$ cat src/rtl/contactor_sequencer.sv
// Round-robin contactor sequencer: switches one coil at a time, confirms each
// transition against the aux feedback with a timeout and reports errors.
module contactor_sequencer #(
    parameter int N_CONTACTORS   = 21,
    parameter int TIMEOUT_CYCLES = 50000,
    parameter int SETTLE_CYCLES  = 1000
) (
    input  logic                      clk,
    input  logic                      rst,
    input  logic [N_CONTACTORS-1:0]   spi_requests,
    input  logic [2*N_CONTACTORS-1:0] router_feedback,
    input  logic                      force_off,
    input  logic                      clear_errors,
    output logic [N_CONTACTORS-1:0]   contactor_status,
    output logic                      busy,
    output logic                      feedback_timeout_error,
    output logic                      invalid_request,
    output logic [4:0]                fault_index
);

    localparam int IW   = 5;
    localparam int TMAX = (TIMEOUT_CYCLES > SETTLE_CYCLES) ? TIMEOUT_CYCLES : SETTLE_CYCLES;
    localparam int TW   = (TMAX > 1) ? $clog2(TMAX) : 1;

    localparam logic [IW-1:0] LAST_IDX  = IW'(N_CONTACTORS - 1);
    localparam logic [TW-1:0] T_TIMEOUT = TW'(TIMEOUT_CYCLES - 1);
    localparam logic [TW-1:0] T_SETTLE  = TW'(SETTLE_CYCLES - 1);

    typedef enum logic [1:0] {
        IDLE,
        WAIT_FB,
        SETTLE,
        FAULT
    } state_t;

    state_t            state;
    logic [IW-1:0]     rr_ptr;
    logic [IW-1:0]     idx;
    logic [TW-1:0]     timer;

    logic [N_CONTACTORS-1:0] pending;
    logic                    sel_found;
    logic [IW-1:0]           sel_idx;
    logic [1:0]              fb_pair;
    logic                    fb_match;
    logic                    close_req;

    assign pending   = spi_requests ^ contactor_status;
    assign close_req = |(spi_requests & ~contactor_status);
    assign fb_pair   = router_feedback[{idx, 1'b0} +: 2];
    assign fb_match  = contactor_status[idx] ? (fb_pair == 2'b01) : (fb_pair == 2'b10);
    assign busy      = (state != IDLE);

    // Rotating priority: scan from rr_ptr upward, wrapping past the last contactor.
    always_comb begin
        int unsigned j;
        j         = 0;
        sel_found = 1'b0;
        sel_idx   = '0;
        for (int unsigned k = 0; k < N_CONTACTORS; k++) begin
            j = 32'(rr_ptr) + k;
            if (j >= N_CONTACTORS) j = j - N_CONTACTORS;
            if (!sel_found && pending[j[IW-1:0]]) begin
                sel_found = 1'b1;
                sel_idx   = j[IW-1:0];
            end
        end
    end

    always_ff @(posedge clk or posedge rst) begin
        if (rst) begin
            state                  <= IDLE;
            rr_ptr                 <= '0;
            idx                    <= '0;
            timer                  <= '0;
            contactor_status       <= '0;
            feedback_timeout_error <= 1'b0;
            invalid_request        <= 1'b0;
            fault_index            <= '0;
        end else begin
            // Set wins over clear when both happen on the same edge.
            if (close_req && (force_off || state == FAULT))
                invalid_request <= 1'b1;
            else if (clear_errors)
                invalid_request <= 1'b0;

            if (force_off) begin
                contactor_status <= '0;
                timer            <= '0;
                if (state != FAULT) state <= IDLE;
            end else begin
                case (state)
                    IDLE: begin
                        if (sel_found) begin
                            contactor_status[sel_idx] <= spi_requests[sel_idx];
                            idx                       <= sel_idx;
                            timer                     <= '0;
                            state                     <= WAIT_FB;
                        end
                    end
                    WAIT_FB: begin
                        if (fb_match) begin
                            timer <= '0;
                            state <= SETTLE;
                        end else if (timer == T_TIMEOUT) begin
                            contactor_status[idx]  <= 1'b0;
                            fault_index            <= idx;
                            feedback_timeout_error <= 1'b1;
                            state                  <= FAULT;
                        end else begin
                            timer <= timer + 1'b1;
                        end
                    end
                    SETTLE: begin
                        if (timer == T_SETTLE) begin
                            rr_ptr <= (idx == LAST_IDX) ? '0 : idx + 1'b1;
                            state  <= IDLE;
                        end else begin
                            timer <= timer + 1'b1;
                        end
                    end
                    FAULT: begin
                        if (clear_errors) begin
                            feedback_timeout_error <= 1'b0;
                            state                  <= IDLE;
                        end
                    end
                    default: state <= IDLE;
                endcase
            end
        end
    end

endmodule

$ cat config.mk
export PLATFORM = sky130hd
export DESIGN_NAME = contactor_sequencer
export DESIGN_NICKNAME = d
export VERILOG_FILES = /design/src/rtl/contactor_sequencer.sv
export SDC_FILE = /design/constraint.sdc
export NUM_CORES = 1
export LEC_CHECK = 0
export ABC_AREA = 1
export CAP_MARGIN = 10
export CELL_PAD_IN_SITES_DETAIL_PLACEMENT = 0
export CELL_PAD_IN_SITES_GLOBAL_PLACEMENT = 2
export CORE_MARGIN = 2
export CORE_UTILIZATION = 36
export DETAILED_ROUTE_END_ITERATION = 6
export DONT_BUFFER_PORTS = 1
export HOLD_SLACK_MARGIN = 0.03
export PLACE_DENSITY_LB_ADDON = 0.08
export SYNTH_ARGS = -nofsm -noshare
export SYNTH_HDL_FRONTEND = slang
export SYNTH_SLANG_ARGS = --single-unit
$ cat constraint.sdc
create_clock -name clk -period 7 [get_ports clk]
set_input_delay 2.1 -clock clk [delete_from_list [all_inputs] [get_ports clk]]
set_output_delay 2.1 -clock clk [all_outputs]
set_load 0.05 [all_outputs]
# Word-level counts from Yosys, hierarchy flattened
# Index checks and enable logic that the tools add are counted.
classes:
  n_addsub: 43
  order_cmp: 46
  eq_ne: 21
  n_shift: 1
  muxes: 140
  bitwise: 7
  n_reduce_logical: 58
ops:
  columns: ["op", "count"]
  rows:
  - ["$mux 5", 43]
  - ["$lt 5x6->1 const B", 23]
  - ["$ge 6x5->1 const B", 20]
  - ["$bmux 1 s5", 23]
  - ["$sub 5x5->5 const B", 21]
  - ["$mux 21", 4]
  - ["$mux 16", 5]
  - ["$mux 1", 51]
  - ["$add 5x4->6 const B", 8]
  - ["$pmux 16 s3", 1]
  - ["$and 21x21->21", 2]
  - ["$not 21->21", 2]
  - ["$pmux 21 s2", 1]
  - ["$shiftx 42x7->2", 1]
  - ["$add 5x5->6 const B", 5]
  - ["$add 5x3->6 const B", 4]
  - ["$logic_and 1x1->1", 23]
  - ["$bwmux 21", 1]
  - ["$reduce_or 21->1", 1]
  - ["$xor 21x21->21", 1]
  - ["$logic_not 1->1", 20]
  - ["$ne 3x3->1 const B", 6]
  - ["$add 16x1->16 const B", 1]
  - ["$eq 16x10->1 const B", 1]
  - ["other kinds (25)", 48]
word_totals:
  reg_bits: 56
  inputBits: 67
  output_inout_bits: 29
  word_cells: 324

# Longest topological paths before layout
# Gate-level depths: netlist of the first run.
logic_depth:
  depth_word: 73
  ltp_mapped: 48
  depth_no_buf: 42

# Least setup slack after synthesis of the first run
# OpenSTA, ideal clock, no wires.
synth_timing:
  path_kind: "input to register"
  start: "in spi_requests[7]"
  end: "reg contactor_status[11]"
  setup_time_ns: 0.068
  arrival_ns: 5.901
  required_ns: 6.932
  slack_ns: 1.031
  stages: 33
  path_buffers: 4
  cell_sequence: "ha_1 > clkdlybuf4s50_1 > inv_1 > buf_1 > nand2_1 > o211ai_1 > a21oi_1 > o21ai_2 > nand2_1 > nand3_2 > nor2_2 > nand4_2 > nor2_4 > nand4_2 > nor2_2 > nand4_2 > nor2_4 > nand4_4 > nand2_1 > inv_2 > nand3_4 > nand2_4 > buf_12 > nand2_2 > nand2_1 > nand2_1 > nand2_1 > nand2_1 > nand2_4 > nor2_8 > buf_12 > nand3_2 > nand2_2"
synth_between:
  elab_chain_cells: 72
  elab_cells_between_ends: 138
  classes_between: "order compare: 2; eq/ne: 1; mux: 92; bitwise: 1; reduce/logical: 42"
synth_lines:
  columns: ["item", "line_no", "rtl"]
  rows:
  - ["start, declared", "10", "input logic [N_CONTACTORS-1:0] spi_requests,"]
  - ["$xor 21x21->21", "48", "assign pending = spi_requests ^ contactor_status;"]
  - ["$bmux 1 s5", "63", "if (!sel_found && pending[j[IW-1:0]]) begin"]
  - ["$mux 1 (implied by the code)", "63", null]
  - ["$mux 1", "63", null]
  - ["$logic_not 1->1", "63", null]
  - ["$logic_and 1x1->1", "63", null]
  - ["$mux 1", "63", null]
  - ["$logic_not 1->1", "63", null]
  - ["[... 56 more ...]", null, null]
  - ["$lt 5x6->1 (implied by the code) or $ge 5x1->1 (tied branches)", "95", "contactor_status[sel_idx] <= spi_requests[sel_idx];"]
  - ["$logic_and 1x1->1 (implied by the code)", "95", null]
  - ["$mux 1 (implied by the code)", "95", null]
  - ["$demux 1 s5", "95", null]
  - ["$bwmux 21", "95", null]
  - ["$mux 21", "94", "if (sel_found) begin"]
  - ["$pmux 21 s2", "92", "case (state)"]
  - ["$mux 21", "87", "if (force_off) begin"]
  - ["end signal, assigned by index", "95", null]
  - ["end, declared", "14", "output logic [N_CONTACTORS-1:0] contactor_status,"]
# Several ways; a longest one is shown, not always the timed one. The select of a mux whose other input is x is not followed.
# A chain may end at the register's enable or synchronous reset.

# Final worst setup path of the first run
layout_timing:
  start: "in spi_requests[9]"
  end: "reg timer[6]"
layout_between:
  elab_chain_cells: 66
  elab_cells_between_ends: 106
  classes_between: "eq/ne: 1; mux: 63; bitwise: 1; reduce/logical: 41"
layout_lines:
  columns: ["item", "line_no", "rtl"]
  rows:
  - ["$xor 21x21->21 *", "48", null]
  - ["$bmux 1 s5", "63", null]
  - ["$mux 1 (implied by the code)", "63", null]
  - ["$mux 1", "63", null]
  - ["$logic_not 1->1", "63", null]
  - ["$logic_and 1x1->1", "63", null]
  - ["$mux 1", "63", null]
  - ["$logic_not 1->1", "63", null]
  - ["[... 50 more ...]", null, null]
  - ["$logic_not 1->1", "63", null]
  - ["$logic_and 1x1->1", "63", null]
  - ["$mux 1", "63", null]
  - ["$logic_not 1->1", "63", null]
  - ["$logic_and 1x1->1", "63", null]
  - ["$mux 1 *", "63", null]
  - ["$ne 3x3->1 (no line) *", null, null]
  - ["$reduce_and 4->1 (no line) *", null, null]
  - ["end signal, assigned", "111", "timer <= timer + 1'b1;"]
  - ["end signal, assigned", "119", "timer <= timer + 1'b1;"]
  - ["end, declared", "39", "logic [TW-1:0] timer;"]
# Mark *: on every way between the ends. The rest lies on a longest branch, timed or not. The select of a mux whose other input is x is not followed.

==> results of run 1 <==
Yosys cell counts, types with 4 or more instances:
cell	number	area share (%)
o31ai_1	7	0.38
o21ai_4	8	0.93
inv_2	29	0.78
buf_4	8	0.43
nor2_2	6	0.27
o21a_1	4	0.21
ha_1	52	4.6
clkinv_1	9	0.24
o21ai_1	45	1.6
a31oi_1	5	0.22
nand3b_1	11	0.59
o221ai_1	9	0.56
clkbuf_8	8	0.79
clkbuf_1	42	1.1
nor2_4	4	0.32
nand2_2	76	3.4
nand2_1	607	16
nand2_8	4	0.57
nand3_1	197	7.0
o22ai_1	22	0.98
buf_2	16	0.57
o21ai_2	25	1.6
nand4_2	5	0.45
inv_1	263	7.1
o211ai_1	48	2.6
xor2_2	5	0.58
buf_1	4	0.11
xor2_1	22	1.4
nand3_2	45	3.2
nand2_4	18	1.4
buf_6	15	1.2
o311ai_0	9	0.56
buf_12	5	0.72
dfrtp_1	56	10
nor3_1	27	0.97
xnor2_1	6	0.38
nand4_1	28	1.3
inv_4	5	0.22
o21ai_0	278	9.9
nor2_1	159	4.3
a21oi_1	136	4.9
nand3_4	7	0.88
nor4_1	10	0.45
worst max-delay path by stage:
stage	end	depth (start not counted)
6_report	timer[6]$_DFFE_PP0P_	27
5_1_grt	timer[6]$_DFFE_PP0P_	31
4_1_cts	timer[6]$_DFFE_PP0P_	28
3_5_place_dp	timer[6]$_DFFE_PP0P_	28
3_3_place_gp	timer[6]$_DFFE_PP0P_	28
2_1_floorplan	contactor_status[11]$_DFFE_PP0P_	33
metrics by stage:
| step | power [uW] | area (um^2) | setup slack (ns) | hold slack, ns |
|---|---|---|---|---|
| 2_1_floorplan | 1507 | 13990 | 1.031 | 0.5027 |
| 3_3_place_gp | 1930 | 14550 | 0.2839 | 0.5278 |
| 3_5_place_dp | 1931 | 14550 | 0.2562 | 0.5352 |
| 4_1_cts | 2211 | 14700 | 0.5831 | 0.5549 |
| 5_1_grt | 2375 | 14700 | 0.02633 | 0.5959 |
| 6_report | 2214 | 14700 | 0.5940 | 0.5552 |
flip-flops by register name, indices dropped and copies added (netlist names):
name                    flops
invalid_request             1
idx                         5
feedback_timeout_error      1
rr_ptr                      5
state                       2
contactor_status           21
timer                      16
fault_index                 5
cell usage in the layout (no fill, tap or decap), types with 5 or more instances in the layout:
master / Yosys / layout
o21ai_1: 45 / 45
o21ai_2: 25 / 25
o311ai_0: 9 / 9
xnor2_1: 6 / 6
o221ai_1: 9 / 9
a31oi_1: 5 / 5
nand4_1: 28 / 28
o22ai_1: 22 / 22
nor4_1: 10 / 10
dfrtp_1: 56 / 56
nand4_2: 5 / 5
nor2_1: 159 / 159
nand2_4: 18 / 18
ha_1: 52 / 52
xor2_2: 5 / 5
o31ai_1: 7 / 7
inv_1: 263 / 262
o211ai_1: 48 / 48
nor3_1: 27 / 27
clkinv_1: 9 / 9
o21ai_0: 278 / 278
nand3_1: 197 / 197
nand3_4: 7 / 7
a21oi_1: 136 / 136
nand2_2: 76 / 76
nand2_1: 607 / 607
o21ai_4: 8 / 8
clkbuf_16: 0 / 5
xor2_1: 22 / 22
nand3_2: 45 / 45
nand3b_1: 11 / 11
buf_4: 8 / 86
inv_2: 29 / 30
inv_4: 5 / 5
nor2_2: 6 / 6
cell families (layout without fill, tap and decap cells):
kind of cell / Yosys count / count (layout)
flops: 56 / 56
mux: 1 / 1
buf+inv: 410 / 402
xor+xnor: 35 / 35
compound gates: 624 / 624
fa+ha+maj: 52 / 52
simple gates: 1219 / 1219
critical path, stage by stage:
cell	delay [ns]
ha_1	0.37
clkinv_1	0.38
buf_4	0.33
nand2_2	0.07
nand3_1	0.06
nand3_1	0.10
nand3_2	0.08
nand3_2	0.07
o21ai_2	0.07
nor2_4	0.16
nand3_2	0.08
nor2_2	0.16
nand4_2	0.14
nor2_4	0.14
nand4_2	0.12
nor2_2	0.15
nand4_2	0.18
nor2_4	0.20
nand3_1	0.09
nor2_1	0.29
nand3_1	0.20
nand2_1	0.30
clkinv_1	0.30
nand3_1	0.16
nor3_1	0.07
o21ai_0	0.14
a21oi_1	0.06
power groups by stage:
stage | combinational [uW] | sequential (uW) | clock (uW)
after floorplan | 1080 | 427 | 0
after global placement | 1480 | 452 | 0
final | 1500 | 446 | 271
after detailed placement | 1480 | 453 | 0
after global routing | 1640 | 450 | 286
after CTS | 1480 | 446 | 280
final cells by class:
cell class,instances,area [um^2]
Inverter,308,1171
Tap cell,518,648.1
Fill cell,4359,23770
Clock buffer,5,125.1
Clock inverter,3,22.52
Multi-Input combinational cell,1931,10680
Sequential cell,56,1401
Timing Repair Buffer,86,645.6
routing by layer:
layer | global-route usage [%] | share of wire [%] | up-vias
met5 | 0 | 0 | -
met4 | 16.03 | 5.3 | 0
met3 | 4.130 | 6.8 | 142
met2 | 55.00 | 46 | 708
met1 | 41.54 | 42 | 7747
li1 | - | - | 8013
==> flow_metrics.py, run 1 <==
metrics = {
    "outcome": {
        "status": "completed",
    },
    "yosys": {
        "synth-compound-area-share_pct": 26.40,
        "synthArstFlopShare_pct": 100.0,
        "syn_area_per_cell_um2": 5.838,
        "synth_cells": 2397,
        "synthSimpleGateAreaFrac_pct": 42.56,
        "synth_top_family_by_area": "simple AND/OR/NAND/NOR gates",
        "synth_cell_types": 80,
        "ys_seq_area_share_pct": 10.01,
        "postSynthNetCount": 2516,
        "synth-xor-area-share_pct": 2.646,
        "synth_warnings": 0,
        "ys_seq_elements": 56,
        "synthMuxAreaShare_pct": 0.08046,
        "synthesis.area_mm2": 0.01399,
        "synthAdderAreaFrac_pct": 4.649,
        "synth_edf_count": 0,
        "synth_ff_type": "dfrtp_1",
    },
    "timing": {
        "tightestPinTransition_ns": 1.175,
        "post-route-period-util_pct": 91.51,
        "setup_tns_ns": 0,
        "fin_skew_ns": 0.006172,
        "period_minus_slack_ns": 6.406,
        "timing.slew.headroom_pct": 20.85,
        "finalHoldViolCount": 0,
        "rsz0062_at_grt": "false",
        "slew_viol_final": 0,
        "fmaxAchievable_mhz": 156.1,
        "setup_violations": 0,
    },
    "cells_and_area": {
        "syn2layout_area_growth_pct": 5.016,
        "fin_util_pct": 38.21,
        "layout.nets": 2507,
        "n_antenna_cell": 0,
        "fin_cells": 2907,
        "drive_gt1_share_pct": 14.94,
    },
    "route": {
        "post_drt_via_cell_ratio": 5.714,
        "wl_per_cell_um": 23.15,
        "routed_wl_mm": 67.29,
        "vias": 16610,
        "drcViolationCount": 0,
        "first_iter_violations": 1484,
        "ant_nets": 0,
        "dr.pass1.iters": 5,
    },
    "global_route": {
        "grt_pass1_wl_mm": 101.0,
        "grt_max_degree": 57,
        "grt_pass1_vias": 15700,
        "grt_overflow": 0,
        "antenna_found_initial": 0,
        "grt_usage_pct": 32.79,
    },
    "clock_tree": {
        "clk_pin_slew_ns": 0.08,
        "htreeDepth": 2,
        "ctsResizeCount": 0,
        "post_cts.repair.setup_buffers": 0,
        "clock_sinks": 56,
        "clockBufferDepth": 2,
        "cts_tree": "yes",
        "cts_hold_buffers": 0,
        "insertion_delay_ns": 0.31,
        "cts-buffers-inserted": 5,
        "root_buffer": "clkbuf_16",
    },
    "setup_path": {
        "reg2reg_slack_ns": 0.62,
        "crit_fanout": 10,
        "ff2ff_path_depth": 33,
        "cp.required_ns": 7.19,
        "r2r_end": "contactor_status[20]$_DFFE_PP0P_",
        "cp-end-kind": "flop",
        "crit_arrival_ns": 6.59,
        "crit_start": "spi_requests[9]",
        "critPathKind": "in -> reg",
        "timing.rr.start": "rr_ptr[1]$_DFFE_PP0P_",
        "startpoint_type": "input port",
    },
    "die": {
        "die_area_mm2": 0.04047,
        "start_util_pct": 36.38,
        "die_x_um": 201.2,
        "die_h_um": 201.2,
        "core.rowCount": 72,
        "io_pins": 96,
        "design.core.area_mm2": 0.03847,
    },
    "worst_hold_path": {
        "hold_end": "state[1]$_DFFE_PP0P_",
        "holdPathStages": 2,
        "min_path_type": "reg -> reg",
        "min_from": "state[1]$_DFFE_PP0P_",
    },
    "power": {
        "swShare_pct": 58.79,
        "p_per_area_mw_per_mm2": 150.6,
        "p_clk_share_pct": 12.2,
        "power.internal_uw": 912.2,
        "pwr-share-seq_pct": 20.2,
        "ir_drop_v": 0.0001684,
        "p_leak_uw": 0.006849,
        "pwr-share-comb_pct": 67.6,
        "p_sw_uw": 1302,
    },
    "placed_design": {
        "placed_cells": 2899,
        "io_buffers": 0,
        "dpl.hpwl_mm": 54.03,
        "gp_congestion": 0.9775,
    },
    "flow_run": {
        "cap_violations": 0,
    },
}
(Power assumes the default switching activity.)
==> run 2: changes to the inputs <==
--- a/config.mk
+++ b/config.mk
@@ -5,12 +5,12 @@
 export SDC_FILE = /design/constraint.sdc
 export NUM_CORES = 1
 export LEC_CHECK = 0
-export ABC_AREA = 1
+export ABC_AREA = 0
 export CAP_MARGIN = 10
 export CELL_PAD_IN_SITES_DETAIL_PLACEMENT = 0
 export CELL_PAD_IN_SITES_GLOBAL_PLACEMENT = 2
-export CORE_MARGIN = 2
-export CORE_UTILIZATION = 36
+export CORE_MARGIN = 3
+export CORE_UTILIZATION = 39
 export DETAILED_ROUTE_END_ITERATION = 6
 export DONT_BUFFER_PORTS = 1
 export HOLD_SLACK_MARGIN = 0.03
==> run 2 against run 1 <==
  * Largest cell class unchanged
  * The run now ends with design-rule violations left
  * Critical path type unchanged
  * Synthesized cell count is 4.4% higher
  * Critical endpoint is now contactor_status[5]$_DFFE_PP0P_
  * Combinational power up 46%
  * Global-route usage increased by 9.7 points
  * Fmax fell by 8.2%
==> flow_metrics.py, run 2 <==
metrics = {
    "outcome": {
        "status": "complete, but fails checks",
        "violations": "design-rule violations",
    },
    "clock_tree": {
        "clockBufferDepth": 2,
        "clk_pin_slew_ns": 0.08,
        "cts_tree": "yes",
        "post_cts.repair.setup_buffers": 0,
        "root_buffer": "clkbuf_16",
        "cts-buffers-inserted": 5,
        "htreeDepth": 2,
        "insertion_delay_ns": 0.31,
        "cts_hold_buffers": 0,
        "clock_sinks": 56,
        "ctsResizeCount": 0,
    },
    "global_route": {
        "grt_usage_pct": 42.53,
        "grt_overflow": 0,
        "grt_pass1_wl_mm": 157.4,
        "grt_pass1_vias": 22360,
        "grt_max_degree": 73,
        "antenna_found_initial": 3,
    },
    "power": {
        "p_per_area_mw_per_mm2": 140.9,
        "p_leak_uw": 0.008472,
        "ir_drop_v": 0.0001949,
        "power_uw": 3008,
    },
    "placed_design": {
        "dpl.hpwl_mm": 88.44,
        "gp_congestion": 1.114,
        "placed_cell_area_mm2": 0.02112,
        "io_buffers": 0,
        "placed_cells": 3303,
    },
    "setup_path": {
        "cp.required_ns": 7.18,
        "crit_fanout": 8,
        "critPathKind": "in -> reg",
        "startpoint_type": "input port",
        "timing.rr.start": "rr_ptr[2]$_DFFE_PP0P_",
        "crit_arrival_ns": 7.16,
        "cp-end-kind": "flop",
        "crit_start": "spi_requests[13]",
    },
    "cells_and_area": {
        "largest_reg_flops": 21,
        "final_cell_mix": "buf_4 (400), nand2_1 (198), a21oi_1 (186)",
        "drive_gt1_share_pct": 23.16,
        "fin_area_mm2": 0.02134,
        "largestRegisters": "contactor_status (21), timer (16)",
        "syn2layout_area_growth_pct": 17.99,
        "layout.nets": 2830,
        "fin_util_pct": 46.83,
        "top_register": "contactor_status",
        "fin_cells": 3316,
        "final_common_cell": "buf_4",
    },
    "worst_hold_path": {
        "min_from": "timer[0]$_DFFE_PP0P_",
        "min_path_type": "reg -> reg",
    },
    "route": {
        "drcViolationCount": 7,
        "vias": 24190,
        "ant_nets": 0,
        "first_iter_violations": 3488,
        "wl_per_cell_um": 33.31,
        "dr.pass1.iters": 7,
        "routed_wl_mm": 110.5,
        "post_drt_via_cell_ratio": 7.294,
    },
    "timing": {
        "slew_viol_final": 0,
        "post-route-period-util_pct": 99.70,
        "tightestPinTransition_ns": 1.069,
        "setup_violations": 0,
        "period_minus_slack_ns": 6.979,
        "timing.slew.headroom_pct": 27.97,
        "finalHoldViolCount": 0,
        "whs_ns": 0.5202,
        "fmaxAchievable_mhz": 143.3,
        "fin_skew_ns": 0.009963,
    },
    "yosys": {
        "synth_cell_types": 129,
        "netlist_top_cells_count": "nand2_1 (198), a21oi_1 (187), nor2_1 (175)",
        "synthesis.area_mm2": 0.01809,
        "synthArstFlopShare_pct": 100.0,
        "synth.most_common_cell": "nand2_1",
        "synth_cells": 2503,
        "synth_ff_type": "dfrtp_1",
        "syn_area_per_cell_um2": 7.227,
        "yosys.area.top_type": "dfrtp_1",
        "ys_seq_elements": 56,
        "ys_seq_area_share_pct": 7.747,
        "postSynthNetCount": 2622,
        "synthTopCellsByArea": "dfrtp_1 (7.7%), mux2i_1 (6.4%), a21oi_1 (5.2%)",
        "synth_top_area_share_pct": 7.747,
        "synth_edf_count": 0,
        "synth_warnings": 0,
    },
    "die": {
        "die_h_um": 221.4,
        "design.core.area_mm2": 0.04558,
        "start_util_pct": 39.69,
        "io_pins": 96,
        "die_area_mm2": 0.04900,
        "die_x_um": 221.4,
        "core.rowCount": 78,
    },
    "flow_run": {
        "cap_violations": 0,
    },
}
## run 2: cell count changes after synthesis, sizes merged, moves of 74 or more
cell	before	now
inv	297	63
mux2i	0	116
nand2	705	200
nand3	249	101
nor3	28	102
o21ai	356	175
## run 2: final timing paths
check,end,slack (ns),depth (start not counted)
max reg2reg,contactor_status[5]$_DFFE_PP0P_,0.20,21
max,contactor_status[5]$_DFFE_PP0P_,0.02,20
max in group asynchronous,rr_ptr[4]$_DFFE_PP0P_,4.46,2
min in group asynchronous,timer[2]$_DFFE_PP0P_,1.67,1
min,timer[0]$_DFFE_PP0P_,0.52,1
min reg2reg,timer[0]$_DFFE_PP0P_,0.52,1
## run 2: critical path: stages
cell	delay, ns
ha_1	0.36
inv_1	0.32
nor2_1	0.10
o311ai_0	0.60
nand2_1	0.16
a2111oi_1	0.67
buf_4	0.23
a221oi_2	0.04
buf_4	0.19
inv_1	0.09
o31ai_1	0.07
a41oi_1	0.28
a2bb2oi_1	0.38
o221ai_1	0.24
o21ai_4	0.22
buf_4	0.23
mux2_2	0.35
o2111ai_1	0.27
buf_4	0.19
o211ai_1	0.08
## run 2: layout make-up
| type | instances | area [um^2] |
|---|---|---|
| inverter | 69 | 260.3 |
| multi-input combinational | 2159 | 15360 |
| fill | 4699 | 24230 |
| clock inverter | 3 | 46.29 |
| clock buffer | 5 | 125.1 |
| sequential | 56 | 1410 |
| tap | 600 | 750.7 |
| antenna | 4 | 10.01 |
| timing repair buffer | 420 | 3376 |
## run 2: stage by stage
stage               worst slack, ns   TNS (ns)
detailed placement          -0.2532     -3.391
floorplan                    0.2373          0
global placement            -0.2876     -3.969
finish                      0.02081          0
global route              -0.002079  -0.002079
CTS                         0.06579          0
## run 2: report_power, final
part	internal (uW)	switching, uW	leakage (uW)
Clock	171	134	0.0000805
Sequential	360	150	0.000735
Combinational	879	1310	0.00766
## run 2: cell families after synthesis
group           count (synthesis)  share of synthesized area [%]
xor+xnor                       70                          3.597
mux                           186                          13.27
fa+ha+maj                      52                          3.597
simple gates                  882                          25.51
compound gates                969                          38.65
buf+inv                       288                          7.630
flops                          56                          7.747
## run 2: layer usage
layer  track usage [%]  routed length [um]  share of wire, %  vias to the layer above
met5            0.6843                  78             0.071                        -
met4             27.17                8888               8.0                        5
met3             10.71               13300                12                      437
met2             63.98               46200                42                     1831
met1             54.13               41990                38                    11680
li1                  -                   -                 -                    10240
